### src/rtl/byte_frame_feeder_pkg.sv
// Shared definitions for the byte frame feeder and its payload FIFO.
// Contents:
//   feeder_state_e     framing FSM states (IDLE, PAYLOAD, CSUM)
//   ENTRY_W            FIFO entry width: {last flag, payload byte}
//   DEFAULT_SOF_BYTE   start-of-frame marker byte
//   DEFAULT_IDLE_BYTE  filler byte driven between frames
package byte_frame_feeder_pkg;

  typedef enum logic [1:0] {
    ST_IDLE    = 2'd0,
    ST_PAYLOAD = 2'd1,
    ST_CSUM    = 2'd2
  } feeder_state_e;

  localparam int         ENTRY_W           = 9;
  localparam logic [7:0] DEFAULT_SOF_BYTE  = 8'hA5;
  localparam logic [7:0] DEFAULT_IDLE_BYTE = 8'h00;

endpackage

### src/rtl/byte_sync_fifo.sv
// Single-clock FIFO holding payload entries for the frame feeder.
// The head entry is visible on rdata_o whenever empty_o is low, so the
// consumer can inspect it and pop in the same cycle.
// Ports:
//   clk, rst   clock (rising edge), asynchronous active-high reset
//   push_i     write wdata_i (ignored while full)
//   pop_i      discard the head entry (ignored while empty)
//   wdata_i    entry to store
//   rdata_o    current head entry
//   full_o     no free slot
//   empty_o    no stored entry
module byte_sync_fifo #(
  parameter int DEPTH = 8,
  parameter int WIDTH = 9
) (
  input  logic             clk,
  input  logic             rst,
  input  logic             push_i,
  input  logic             pop_i,
  input  logic [WIDTH-1:0] wdata_i,
  output logic [WIDTH-1:0] rdata_o,
  output logic             full_o,
  output logic             empty_o
);

  localparam int AW = $clog2(DEPTH);
  localparam logic [AW:0] PTR_ONE = (AW+1)'(1);

  // Pointers carry one extra wrap bit so full and empty are distinguishable
  // when the index bits coincide.
  logic [AW:0]      wrPtr_q;
  logic [AW:0]      rdPtr_q;
  logic [WIDTH-1:0] mem_q [DEPTH];
  logic             pushOk;
  logic             popOk;

  assign empty_o = (wrPtr_q == rdPtr_q);
  assign full_o  = (wrPtr_q[AW] != rdPtr_q[AW]) &&
                   (wrPtr_q[AW-1:0] == rdPtr_q[AW-1:0]);
  assign pushOk  = push_i && !full_o;
  assign popOk   = pop_i && !empty_o;
  assign rdata_o = mem_q[rdPtr_q[AW-1:0]];

  always_ff @(posedge clk or posedge rst) begin
    if (rst) begin
      wrPtr_q <= '0;
      rdPtr_q <= '0;
    end else begin
      if (pushOk) wrPtr_q <= wrPtr_q + PTR_ONE;
      if (popOk)  rdPtr_q <= rdPtr_q + PTR_ONE;
    end
  end

  // Storage needs no reset: only entries between the pointers are ever read.
  always_ff @(posedge clk) begin
    if (pushOk) mem_q[wrPtr_q[AW-1:0]] <= wdata_i;
  end

endmodule

### src/rtl/byte_frame_feeder.sv
// Upstream feeder for the 8-bit registered data-path cores. Host bytes arrive
// over valid/ready, are buffered, and leave one per clock as framed traffic:
// SOF byte, payload bytes, then an 8-bit additive checksum byte.
// Ports:
//   clk, rst     clock (rising edge), asynchronous active-high reset
//   in_valid     host byte valid
//   in_ready     buffer can accept a byte (not full)
//   in_data      host payload byte
//   in_last      final payload byte of the frame
//   data_out     registered framed stream (IDLE_BYTE when nothing to send)
//   out_valid    data_out carries a frame byte
//   out_sof      data_out is the SOF byte
//   frame_count  completed frames, wraps at 16 bits
//   underrun     one-cycle pulse when a payload byte was due but none buffered
module byte_frame_feeder
  import byte_frame_feeder_pkg::*;
#(
  parameter int         FIFO_DEPTH = 8,
  parameter logic [7:0] SOF_BYTE   = DEFAULT_SOF_BYTE,
  parameter logic [7:0] IDLE_BYTE  = DEFAULT_IDLE_BYTE
) (
  input  logic        clk,
  input  logic        rst,
  input  logic        in_valid,
  output logic        in_ready,
  input  logic [7:0]  in_data,
  input  logic        in_last,
  output logic [7:0]  data_out,
  output logic        out_valid,
  output logic        out_sof,
  output logic [15:0] frame_count,
  output logic        underrun
);

  feeder_state_e      state_q, state_d;
  logic [7:0]         cksum_q, cksum_d;
  logic [7:0]         data_q, data_d;
  logic               valid_q, valid_d;
  logic               sof_q, sof_d;
  logic               underrun_q, underrun_d;
  logic [15:0]        count_q, count_d;

  logic               fifoFull;
  logic               fifoEmpty;
  logic               fifoPop;
  logic [ENTRY_W-1:0] fifoHead;
  logic [7:0]         headByte;
  logic               headLast;

  assign in_ready = !fifoFull;
  assign headByte = fifoHead[7:0];
  assign headLast = fifoHead[ENTRY_W-1];

  byte_sync_fifo #(
    .DEPTH (FIFO_DEPTH),
    .WIDTH (ENTRY_W)
  ) u_fifo (
    .clk     (clk),
    .rst     (rst),
    .push_i  (in_valid),
    .pop_i   (fifoPop),
    .wdata_i ({in_last, in_data}),
    .rdata_o (fifoHead),
    .full_o  (fifoFull),
    .empty_o (fifoEmpty)
  );

  always_ff @(posedge clk or posedge rst) begin
    if (rst) begin
      state_q    <= ST_IDLE;
      cksum_q    <= 8'h00;
      data_q     <= IDLE_BYTE;
      valid_q    <= 1'b0;
      sof_q      <= 1'b0;
      underrun_q <= 1'b0;
      count_q    <= 16'h0000;
    end else begin
      state_q    <= state_d;
      cksum_q    <= cksum_d;
      data_q     <= data_d;
      valid_q    <= valid_d;
      sof_q      <= sof_d;
      underrun_q <= underrun_d;
      count_q    <= count_d;
    end
  end

  // A payload stall leaves the FSM in PAYLOAD so the frame resumes with the
  // next buffered byte; the checksum accumulates across the stall.
  always_comb begin
    state_d    = state_q;
    cksum_d    = cksum_q;
    data_d     = IDLE_BYTE;
    valid_d    = 1'b0;
    sof_d      = 1'b0;
    underrun_d = 1'b0;
    count_d    = count_q;
    fifoPop    = 1'b0;
    case (state_q)
      ST_IDLE: begin
        if (!fifoEmpty) begin
          data_d  = SOF_BYTE;
          valid_d = 1'b1;
          sof_d   = 1'b1;
          cksum_d = 8'h00;
          state_d = ST_PAYLOAD;
        end
      end
      ST_PAYLOAD: begin
        if (!fifoEmpty) begin
          fifoPop = 1'b1;
          data_d  = headByte;
          valid_d = 1'b1;
          cksum_d = cksum_q + headByte;
          if (headLast) state_d = ST_CSUM;
        end else begin
          underrun_d = 1'b1;
        end
      end
      ST_CSUM: begin
        data_d  = cksum_q;
        valid_d = 1'b1;
        count_d = count_q + 16'd1;
        state_d = ST_IDLE;
      end
      default: begin
        state_d = ST_IDLE;
      end
    endcase
  end

  assign data_out    = data_q;
  assign out_valid   = valid_q;
  assign out_sof     = sof_q;
  assign underrun    = underrun_q;
  assign frame_count = count_q;

endmodule

### config.mk
export PLATFORM = sky130hd
export DESIGN_NAME = byte_frame_feeder
export DESIGN_NICKNAME = d
export VERILOG_FILES = /design/src/rtl/byte_frame_feeder_pkg.sv /design/src/rtl/byte_sync_fifo.sv /design/src/rtl/byte_frame_feeder.sv
export SDC_FILE = /design/constraint.sdc
export NUM_CORES = 1
export LEC_CHECK = 0
export ABC_AREA = 1
export CAP_MARGIN = 20
export CORE_ASPECT_RATIO = 0.6
export CORE_MARGIN = 2
export CORE_UTILIZATION = 60
export CTS_CLUSTER_DIAMETER = 50
export DETAILED_ROUTE_END_ITERATION = 12
export PLACE_DENSITY_LB_ADDON = 0.12
export SYNTH_ARGS = -nofsm -noshare
export SYNTH_HDL_FRONTEND = slang
export SYNTH_SLANG_ARGS = --single-unit
### constraint.sdc
create_clock -name clk -period 4.6 [get_ports clk]
set_input_delay 0.92 -clock clk [delete_from_list [all_inputs] [get_ports clk]]
set_output_delay 0.92 -clock clk [all_outputs]
set_load 0.02 [all_outputs]
==> out/qor.yml, run 1 <==
status:
  status: "finished clean"
finish:
  num_antenna_cells: 0
  fin_nets: 544
  area_growth_pct: 21.0
  fillers: 549
  postLayoutCoreUtil_pct: 73.6
  final_common_cell: "nand2_1"
  drive_gt1_share_pct: 8.80
  layout_common_cells: "103 x nand2_1, 72 x edfxtp_1, 48 x nor2_1"
placement:
  place_ws_ns: 1.10
  place.gp.congestion: 0.918
  io_buffer_count: 39
  dp_hpwl_mm: 8.28
worst_setup_path:
  crit_path_cell_trace: "buf_4, clkinv_1, o21ai_0, o22ai_1, nand2_1, nand2_1, ha_1, fa_1, nand4_1, nand3_1, nor2_1, nor2_1, nand2_1, o21ai_0"
  critPathRequiredTime_ns: 4.90
  crit_arrival_ns: 3.94
  critical_path.most_common_cell: "nand2_1"
  crit_buf_inv: 2
  worst-setup-path-type: "reg2reg"
  cp_top_family: "buffers and inverters"
  crit_slowest_cell: "clkinv_1"
  cp-start-kind: "flop"
  worst_path_largest_cell_delay_ns: 0.86
  endpoint_kind: "flop"
  critPathMaxFanout: 40
timing:
  setup_viol: 0
  min_period_ns: 3.65
  fmax_mhz: 274
  slew_headroom_pct: 36.7
  hold_violations: 0
  fin_crit_sh_pct: 79.3
  finalSetupTns_ns: 0
  rsz0062_at_grt: "false"
  setup_slack_ns: 0.953
  skew_ns: 0.00597
  slew_viol_final: 0
  tightest_slew_ns: 0.944
synth:
  synth.distinct_cells: 32
  syn-cell-area_um2: 5100
  syn_nets: 496
  synthCells: 473
  synth-edff-count: 72
  synth-async-reset-ratio_pct: 38.5
  ys_seq_area_share_pct: 64.4
  yosysWarningCount: 0
  ys_ff_latch: 117
  synthFlopType: "edfxtp_1"
  synth_area_per_cell_um2: 10.8
grt:
  grt_max_degree: 46
  grt_usage_pct: 28.4
  grt_pass1_vias: 3482
  antenna_found_initial: 0
  grt_pass1_wl_mm: 18.5
  grt_overflow: 0
clocking:
  post-cts-setup-buffers: 0
  cts_sinks: 117
  postCtsHoldBufs: 0
  cts_tree: "done"
  insertion_delay_ns: 0.41
  cts-root-buf: "clkbuf_16"
  path_clk_slew_ns: 0.05
  htreeDepth: 4
  clk_path_buf_depth: 2
  cts_made_buffers: 17
  ctsResizeCount: 0
floorplanning:
  core_area_um2: 8390
  dieArea_um2: 9290
  io_pins: 40
  rows: 26
  die_y_um: 75.5
  initial_core_util_pct: 60.8
  die_x_um: 123
drt:
  routed_wl_mm: 12.2
  drc: 0
  wl_per_cell_um: 18.9
  vias: 3716
  vias_per_cell: 5.75
  ant_nets: 0
  drt_iter0_drc: 548
  firstDrtPassIters: 8
pwr:
  pwr-share-seq_pct: 34.2
  cellLeakagePower_nw: 2.60
  p_clk_share_pct: 28.8
  powerDensity_nw_per_um2: 732
  p_switching_mw: 1.74
  p_comb_share_pct: 37.1
  p_int_mw: 2.79
  switching_share_pct: 38.4
  max-vdd-ir-drop_mv: 0.435
worst_hold_path:
  hold_path_class: "reg2reg"
run:
  drv_cap: 0
==> path summary, 6_finish.rpt <==
check / start / endpoint / slack (ns) / cells after the start
max reg2reg: u_fifo.rdPtr_q[0]$_DFFE_PP0P_ / cksum_q[6]$_DFFE_PP0P_ / 0.95 / 14
min reg2reg: frame_count[15]$_DFFE_PP0N_ / frame_count[15]$_DFFE_PP0N_ / 0.47 / 1
min in group asynchronous: rst / data_out[4]$_DFF_PP0_ / 1.03 / 2
max in group asynchronous: rst / frame_count[14]$_DFFE_PP0N_ / 2.98 / 2
max: u_fifo.rdPtr_q[0]$_DFFE_PP0P_ / cksum_q[6]$_DFFE_PP0P_ / 0.95 / 14
min: frame_count[15]$_DFFE_PP0N_ / frame_count[15]$_DFFE_PP0N_ / 0.47 / 1
==> cell usage after synthesis, drive strengths merged, types with 2 or more instances <==
library cell  instances  area share [%]
nor3                  2            0.20
o22ai                16             2.0
xor2                 16             2.7
xnor2                10             1.9
ha                   10             2.5
o21ai                38             3.7
nand2               110             8.9
a21oi                 5            0.49
edfxtp               72              42
buf                   8             1.0
o211ai                2            0.29
inv                  41             3.1
clkbuf                4            0.29
nand3                33             3.2
nand4                 4            0.49
clkinv                2            0.15
nor2                 50             3.8
dfrtp                45              22
==> final cells by class <==
type	instances	area [um2]	area share, %
clock buffer	17	425	6.89
clock inverter	15	164	2.65
inverter	43	164	2.65
multi-input combinational	301	1590	25.8
sequential	117	3290	53.2
tap	112	140	2.27
timing repair buffer	41	405	6.56
==> registers in the layout, summed over array words and instances, names as in the netlist <==
register        count
u_fifo.mem_q       72
frame_count        16
cksum_q             8
data_out            8
u_fifo.rdPtr_q      4
u_fifo.wrPtr_q      4
state_q             2
out_sof             1
out_valid           1
underrun            1
==> power by group through the flow <==
stage                     logic, mW  clock network (mW)  registers (mW)
after floorplan                1.14                   0            1.55
after global placement         1.57                   0            1.55
after detailed placement       1.63                   0            1.56
after CTS                      1.65                1.31            1.54
after global routing           1.84                1.36            1.56
final                          1.68                1.30            1.55
==> stage by stage <==
| stage | instances | area (um2) | total power, mW | hold WS (ns) |
|---|---|---|---|---|
| after floorplan | 473 | 5100 | 2.69 | 0.462 |
| after global placement | 613 | 5580 | 3.11 | 0.459 |
| after detailed placement | 613 | 5580 | 3.18 | 0.466 |
| after CTS | 645 | 6170 | 4.50 | 0.477 |
| after global routing | 646 | 6180 | 4.77 | 0.487 |
| final | 646 | 6180 | 4.52 | 0.475 |
==> kinds of logic (layout without fill, tap and decap cells) <==
group                      Yosys count  count (layout)  synth area share [%]
buffers and inverters               55             116                  4.53
DFF                                117             117                  64.4
adders and majority gates           11              11                  2.84
AOI/OAI and AO/OA                   62              62                  6.59
and+or+nand+nor                    202             202                  17.0
xor gates and xnor gates            26              26                  4.61
==> worst reg2reg max path, stage by stage (launching register included) <==
cell,delay [ns]
dfrtp_1,0.32
buf_4,0.36
clkinv_1,0.87
o21ai_0,0.52
o22ai_1,0.11
nand2_1,0.08
nand2_1,0.09
ha_1,0.21
fa_1,0.43
nand4_1,0.13
nand3_1,0.12
nor2_1,0.12
nor2_1,0.06
nand2_1,0.05
o21ai_0,0.06
==> layer usage <==
layer	wire, um	GRT usage (%)	vias to the layer above	share of wire, %
met4	177	9.85	0	1.5
met1	5330	41.1	1761	44
met3	1620	12.4	24	13
met5	0	0	-	0
met2	5050	38.4	238	41
li1	-	-	1693	-
Power figures use the tool's default switching activity.
==> run 2: changes to the inputs <==
--- a/config.mk
+++ b/config.mk
@@ -9,7 +9,7 @@
 export CAP_MARGIN = 20
 export CORE_ASPECT_RATIO = 0.6
 export CORE_MARGIN = 2
-export CORE_UTILIZATION = 60
+export CORE_UTILIZATION = 52
 export CTS_CLUSTER_DIAMETER = 50
 export DETAILED_ROUTE_END_ITERATION = 12
 export PLACE_DENSITY_LB_ADDON = 0.12
==> constraint.sdc (replaced) <==
create_clock -name clk -period 3.25 [get_ports clk]
set_input_delay 0.65 -clock clk [delete_from_list [all_inputs] [get_ports clk]]
set_output_delay 0.65 -clock clk [all_outputs]
set_load 0.02 [all_outputs]
==> out/qor.yml, run 2 (synthesis gave the netlist of run 1 again) <==
pwr:
  p_clk_share_pct: 31.2
  powerDensity_nw_per_um2: 1050
  pwr-share-seq_pct: 32.1
  max-vdd-ir-drop_mv: 0.562
  switching_share_pct: 37.6
  p_comb_share_pct: 36.7
  p_int_mw: 4.14
  finalPower_mw: 6.63
  cellLeakagePower_nw: 2.66
  p_switching_mw: 2.49
clocking:
  cts_tree: "done"
  htreeDepth: 4
  cts_made_buffers: 17
  postCtsHoldBufs: 0
  post-cts-setup-buffers: 0
  ctsResizeCount: 0
  path_clk_slew_ns: 0.06
  cts_sinks: 117
  insertion_delay_ns: 0.42
  cts-root-buf: "clkbuf_16"
  clk_path_buf_depth: 2
timing:
  slew_headroom_pct: 38.1
  fmax_mhz: 350
  tightest_slew_ns: 0.926
  finalSetupTns_ns: 0
  min_period_ns: 2.86
  fin_crit_sh_pct: 87.9
  skew_ns: 0.0101
  setup_viol: 0
  rsz0062_at_grt: "false"
  hold_violations: 0
  slew_viol_final: 0
placement:
  io_buffer_count: 39
  place_area_um2: 5640
  place.gp.congestion: 0.891
  dp_hpwl_mm: 7.90
floorplanning:
  dieArea_um2: 10700
  io_pins: 40
  die_y_um: 80.8
  die_x_um: 132
  rows: 27
  initial_core_util_pct: 54.6
  core_area_um2: 9360
finish:
  fillers: 683
  area_growth_pct: 23.3
  fin_nets: 548
  seqCellArea_um2: 3290
  num_antenna_cells: 0
  design_area_um2: 6290
  largest_reg_flops: 72
  layout_common_cells: "103 x nand2_1, 72 x edfxtp_1, 48 x nor2_1"
  final_common_cell: "nand2_1"
  postLayoutCoreUtil_pct: 67.3
  multi_input_area_um2: 1590
  drive_gt1_share_pct: 9.67
worst_hold_path:
  hold_depth: 1
  min_from: "frame_count[15]$_DFFE_PP0N_"
  min_to: "frame_count[15]$_DFFE_PP0N_"
  hold_path_class: "reg2reg"
run:
  drv_cap: 0
worst_setup_path:
  crit_buf_inv: 2
  reg2regPathDepth: 11
  reg2reg_from: "u_fifo.rdPtr_q[2]$_DFFE_PP0P_"
  reg2reg_to: "cksum_q[6]$_DFFE_PP0P_"
  critPathMaxFanout: 39
  cp_top_family: "buffers and inverters"
  worst_path_largest_cell_delay_ns: 0.55
  cp-start-kind: "flop"
  critPathRequiredTime_ns: 2.60
  crit_arrival_ns: 2.21
  crit_path_cell_trace: "buf_4, xnor2_2, nand2_1, nor2_2, nand2_2, clkdlybuf4s50_1"
  crit_slowest_cell: "clkdlybuf4s50_1"
  ff2ff_setup_slack_ns: 0.41
  endpoint_kind: "primary output"
  worst-setup-path-type: "reg2out"
grt:
  grt_pass1_vias: 3480
  antenna_found_initial: 0
  grt_usage_pct: 24.1
  grt_pass1_wl_mm: 19.1
  grt_overflow: 0
  grt_max_degree: 46
drt:
  drc: 0
  firstDrtPassIters: 5
  drt_iter0_drc: 360
  wl_per_cell_um: 17.6
  vias: 3622
  routed_wl_mm: 11.8
  ant_nets: 0
  vias_per_cell: 5.42
status:
  status: "finished clean"
[run 2: changes by cell type in the layout (fill, tap and decap cells not counted)]
cell,before,now
buf_4,1,6
bufinv_16,3,5
clkbuf_1,0,1
clkbuf_4,1,0
clkinv_1,4,2
clkinv_2,4,1
clkinv_4,1,4
clkinvlp_4,5,1
inv_6,0,3
[run 2: per-layer routing]
layer / routed length (um) / vias to the layer above / track usage (%)
li1: - / 1705 / -
met4: 74 / 0 / 5.65
met1: 5920 / 1774 / 36.6
met2: 4720 / 133 / 32.5
met3: 1060 / 10 / 9.11
met5: 0 / - / 0
[run 2: worst max-delay path by stage]
| stage | start | endpoint | slack, ns | depth (start not counted) |
|---|---|---|---|---|
| finish | u_fifo.rdPtr_q[0]$_DFFE_PP0P_ | in_ready | 0.39 | 6 |
| global route | u_fifo.rdPtr_q[2]$_DFFE_PP0P_ | cksum_q[6]$_DFFE_PP0P_ | 0.22 | 11 |
| CTS | u_fifo.rdPtr_q[0]$_DFFE_PP0P_ | in_ready | 0.39 | 6 |
| detailed placement | u_fifo.rdPtr_q[2]$_DFFE_PP0P_ | cksum_q[4]$_DFFE_PP0P_ | 0.49 | 8 |
| global placement | u_fifo.rdPtr_q[2]$_DFFE_PP0P_ | cksum_q[4]$_DFFE_PP0P_ | 0.47 | 8 |
| floorplan | u_fifo.rdPtr_q[0]$_DFFE_PP0P_ | u_fifo.mem_q[6][0]$_DFFE_PP_ | 0.91 | 7 |
[run 2: stage by stage]
| stage | instances | worst slack (ns) | hold WS, ns |
|---|---|---|---|
| after floorplan | 473 | 0.910 | 0.462 |
| after global placement | 636 | 0.467 | 0.456 |
| after detailed placement | 636 | 0.493 | 0.464 |
| after CTS | 668 | 0.389 | 0.471 |
| after global routing | 668 | 0.220 | 0.506 |
| final | 668 | 0.394 | 0.471 |
[run 2: worst reg2reg max path, cell delays in order, from the launching register on]
cell	delay [ns]
dfrtp_1	0.70
clkinv_1	0.44
nand2_1	0.25
nand2_1	0.13
ha_1	0.23
fa_1	0.44
nand4_1	0.13
nand3_1	0.10
nor2_1	0.14
nor2_1	0.06
nand2_1	0.05
o21ai_0	0.06
[run 2: layout make-up]
type	count	share of cell area [%]
tap	130	2.58
sequential	117	52.2
inverter	43	2.60
multi-input combinational	301	25.3
timing repair buffer	45	6.92
clock inverter	14	3.56
clock buffer	18	6.82
[run 2: power by group through the flow]
stage               registers, mW  logic, mW  clock network [mW]
finish                       2.13       2.43                2.07
global route                 2.16       2.71                2.15
CTS                          2.13       2.42                2.08
detailed placement           2.15       2.40                   0
global placement             2.14       2.36                   0
floorplan                    2.20       1.61                   0
==> run 3: changes to the inputs <==
--- a/config.mk
+++ b/config.mk
@@ -6,11 +6,13 @@
 export NUM_CORES = 1
 export LEC_CHECK = 0
 export ABC_AREA = 1
+export ABC_CLOCK_PERIOD_IN_PS = 3250
 export CAP_MARGIN = 20
 export CORE_ASPECT_RATIO = 0.6
 export CORE_MARGIN = 2
 export CORE_UTILIZATION = 52
 export CTS_CLUSTER_DIAMETER = 50
+export CTS_CLUSTER_SIZE = 10
 export DETAILED_ROUTE_END_ITERATION = 12
 export PLACE_DENSITY_LB_ADDON = 0.12
 export SYNTH_ARGS = -nofsm -noshare
==> constraint.sdc (replaced) <==
create_clock -name clk -period 3.25 [get_ports clk]
set_input_delay 0.325 -clock clk [delete_from_list [all_inputs] [get_ports clk]]
set_output_delay 0.325 -clock clk [all_outputs]
set_load 0.02 [all_outputs]
==> out/qor.yml, run 3 (synthesis gave the netlist of run 1 again) <==
clocking:
  cts_sinks: 117
  cts_made_buffers: 17
  postCtsHoldBufs: 0
  post-cts-setup-buffers: 0
  cts_tree: "done"
  path_clk_slew_ns: 0.05
  ctsResizeCount: 0
  cts-root-buf: "clkbuf_16"
  clk_path_buf_depth: 2
  htreeDepth: 4
  insertion_delay_ns: 0.42
pwr:
  cellLeakagePower_nw: 2.67
  p_clk_share_pct: 29.8
  p_int_mw: 4.12
  p_switching_mw: 2.45
  p_comb_share_pct: 37.3
  max-vdd-ir-drop_mv: 0.581
  pwr-share-seq_pct: 32.9
  powerDensity_nw_per_um2: 1040
  switching_share_pct: 37.3
floorplanning:
  initial_core_util_pct: 54.6
  die_y_um: 80.8
  dieArea_um2: 10700
  core_area_um2: 9360
  die_x_um: 132
  rows: 27
  io_pins: 40
worst_setup_path:
  endpoint_kind: "flop"
  crit_start: "u_fifo.rdPtr_q[2]$_DFFE_PP0P_"
  critPathRequiredTime_ns: 3.54
  worst-setup-path-type: "reg2reg"
  reg2reg_from: "u_fifo.rdPtr_q[2]$_DFFE_PP0P_"
  critPathMaxFanout: 14
  cp-start-kind: "flop"
  crit_arrival_ns: 3.11
finish:
  num_antenna_cells: 0
  postLayoutCoreUtil_pct: 67.4
  fin_nets: 554
  largest_reg_flops: 72
  area_growth_pct: 23.5
  layout_common_cells: "103 x nand2_1, 72 x edfxtp_1, 48 x nor2_1"
  final_common_cell: "nand2_1"
  drive_gt1_share_pct: 10.1
drt:
  routed_wl_mm: 11.5
  firstDrtPassIters: 4
  ant_nets: 0
  drt_iter0_drc: 389
  wl_per_cell_um: 17.1
  vias_per_cell: 5.43
  drc: 0
  vias: 3659
status:
  status: "finished clean"
worst_hold_path:
  hold_path_class: "in2async"
timing:
  setup_slack_ns: 0.427
  tightest_slew_ns: 1.04
  fmax_mhz: 354
  rsz0062_at_grt: "false"
  setup_viol: 0
  min_period_ns: 2.82
  slew_headroom_pct: 30.7
  hold_violations: 0
  skew_ns: 0.00827
  hold_ws_ns: 0.435
  finalSetupTns_ns: 0
  fin_crit_sh_pct: 86.9
  slew_viol_final: 0
grt:
  grt_pass1_wl_mm: 18.6
  antenna_found_initial: 0
  grt_overflow: 0
  grt_usage_pct: 23.8
  grt_max_degree: 46
  grt_pass1_vias: 3482
run:
  drv_cap: 0
placement:
  dp_hpwl_mm: 7.45
  place.gp.congestion: 0.892
  place_ws_ns: 0.468
  io_buffer_count: 39
## run 3: cell types whose count changed in the layout (fill, tap and decap cells not counted)
| cell | change |
|---|---|
| clkinv_2 | +2 |
| clkinvlp_4 | +1 |
| clkinv_1 | +1 |
| bufinv_16 | -1 |
| buf_4 | +6 |
| clkinv_4 | -4 |
| clkbuf_1 | +2 |
| clkbuf_8 | +2 |
| inv_6 | -3 |
## run 3: layer usage
layer / track usage (%) / routed length [um] / part of all wire (%)
met1: 34.8 / 5530 / 48
met2: 34.7 / 4950 / 43
met3: 7.49 / 900 / 7.8
met4: 6.52 / 117 / 1.0
met5: 0 / 0 / 0
## run 3: final cells by class
type | count | area, um2
flip-flops and latches | 117 | 3290
fillers | 707 | 3050
multi-input cells | 301 | 1590
repair buffers | 51 | 480
clock buffers | 22 | 464
inverters | 43 | 164
well taps | 130 | 163
clock inverters | 10 | 154
## run 3: through the flow
stage | cells | power (mW) | cell area (um2)
after floorplan | 473 | 3.81 | 5100
after global placement | 642 | 4.52 | 5690
after detailed placement | 642 | 4.56 | 5690
after CTS | 674 | 6.56 | 6300
after global routing | 674 | 6.95 | 6300
final | 674 | 6.57 | 6300
## run 3: worst max-delay path, cell delays in order, from the launching register on
cell and delay, ns:
dfrtp_1 0.72, clkinv_1 0.50, nand2_1 0.18, nand2_1 0.08, ha_1 0.21, fa_1 0.43
a31oi_1 0.28, xor2_1 0.19, o22ai_1 0.10
## run 3: worst paths after layout
kind                                            endpoint  cells after the start  slack, ns
max                               cksum_q[4]$_DFFE_PP0P_                      8       0.43
min                           frame_count[0]$_DFFE_PP0N_                      2       0.44
min in group clk             frame_count[15]$_DFFE_PP0N_                      1       0.47
max in group asynchronous  u_fifo.wrPtr_q[0]$_DFFE_PP0P_                      2       2.23
max reg2reg                       cksum_q[4]$_DFFE_PP0P_                      8       0.43
min reg2reg                  frame_count[15]$_DFFE_PP0N_                      1       0.47
## run 3: power by group through the flow
stage,logic [mW],clock network [mW],registers [mW]
3_5_place_dp,2.38,0,2.18
6_report,2.45,1.96,2.16
4_1_cts,2.42,1.98,2.16
3_3_place_gp,2.34,0,2.17
2_1_floorplan,1.61,0,2.20
5_1_grt,2.71,2.05,2.20
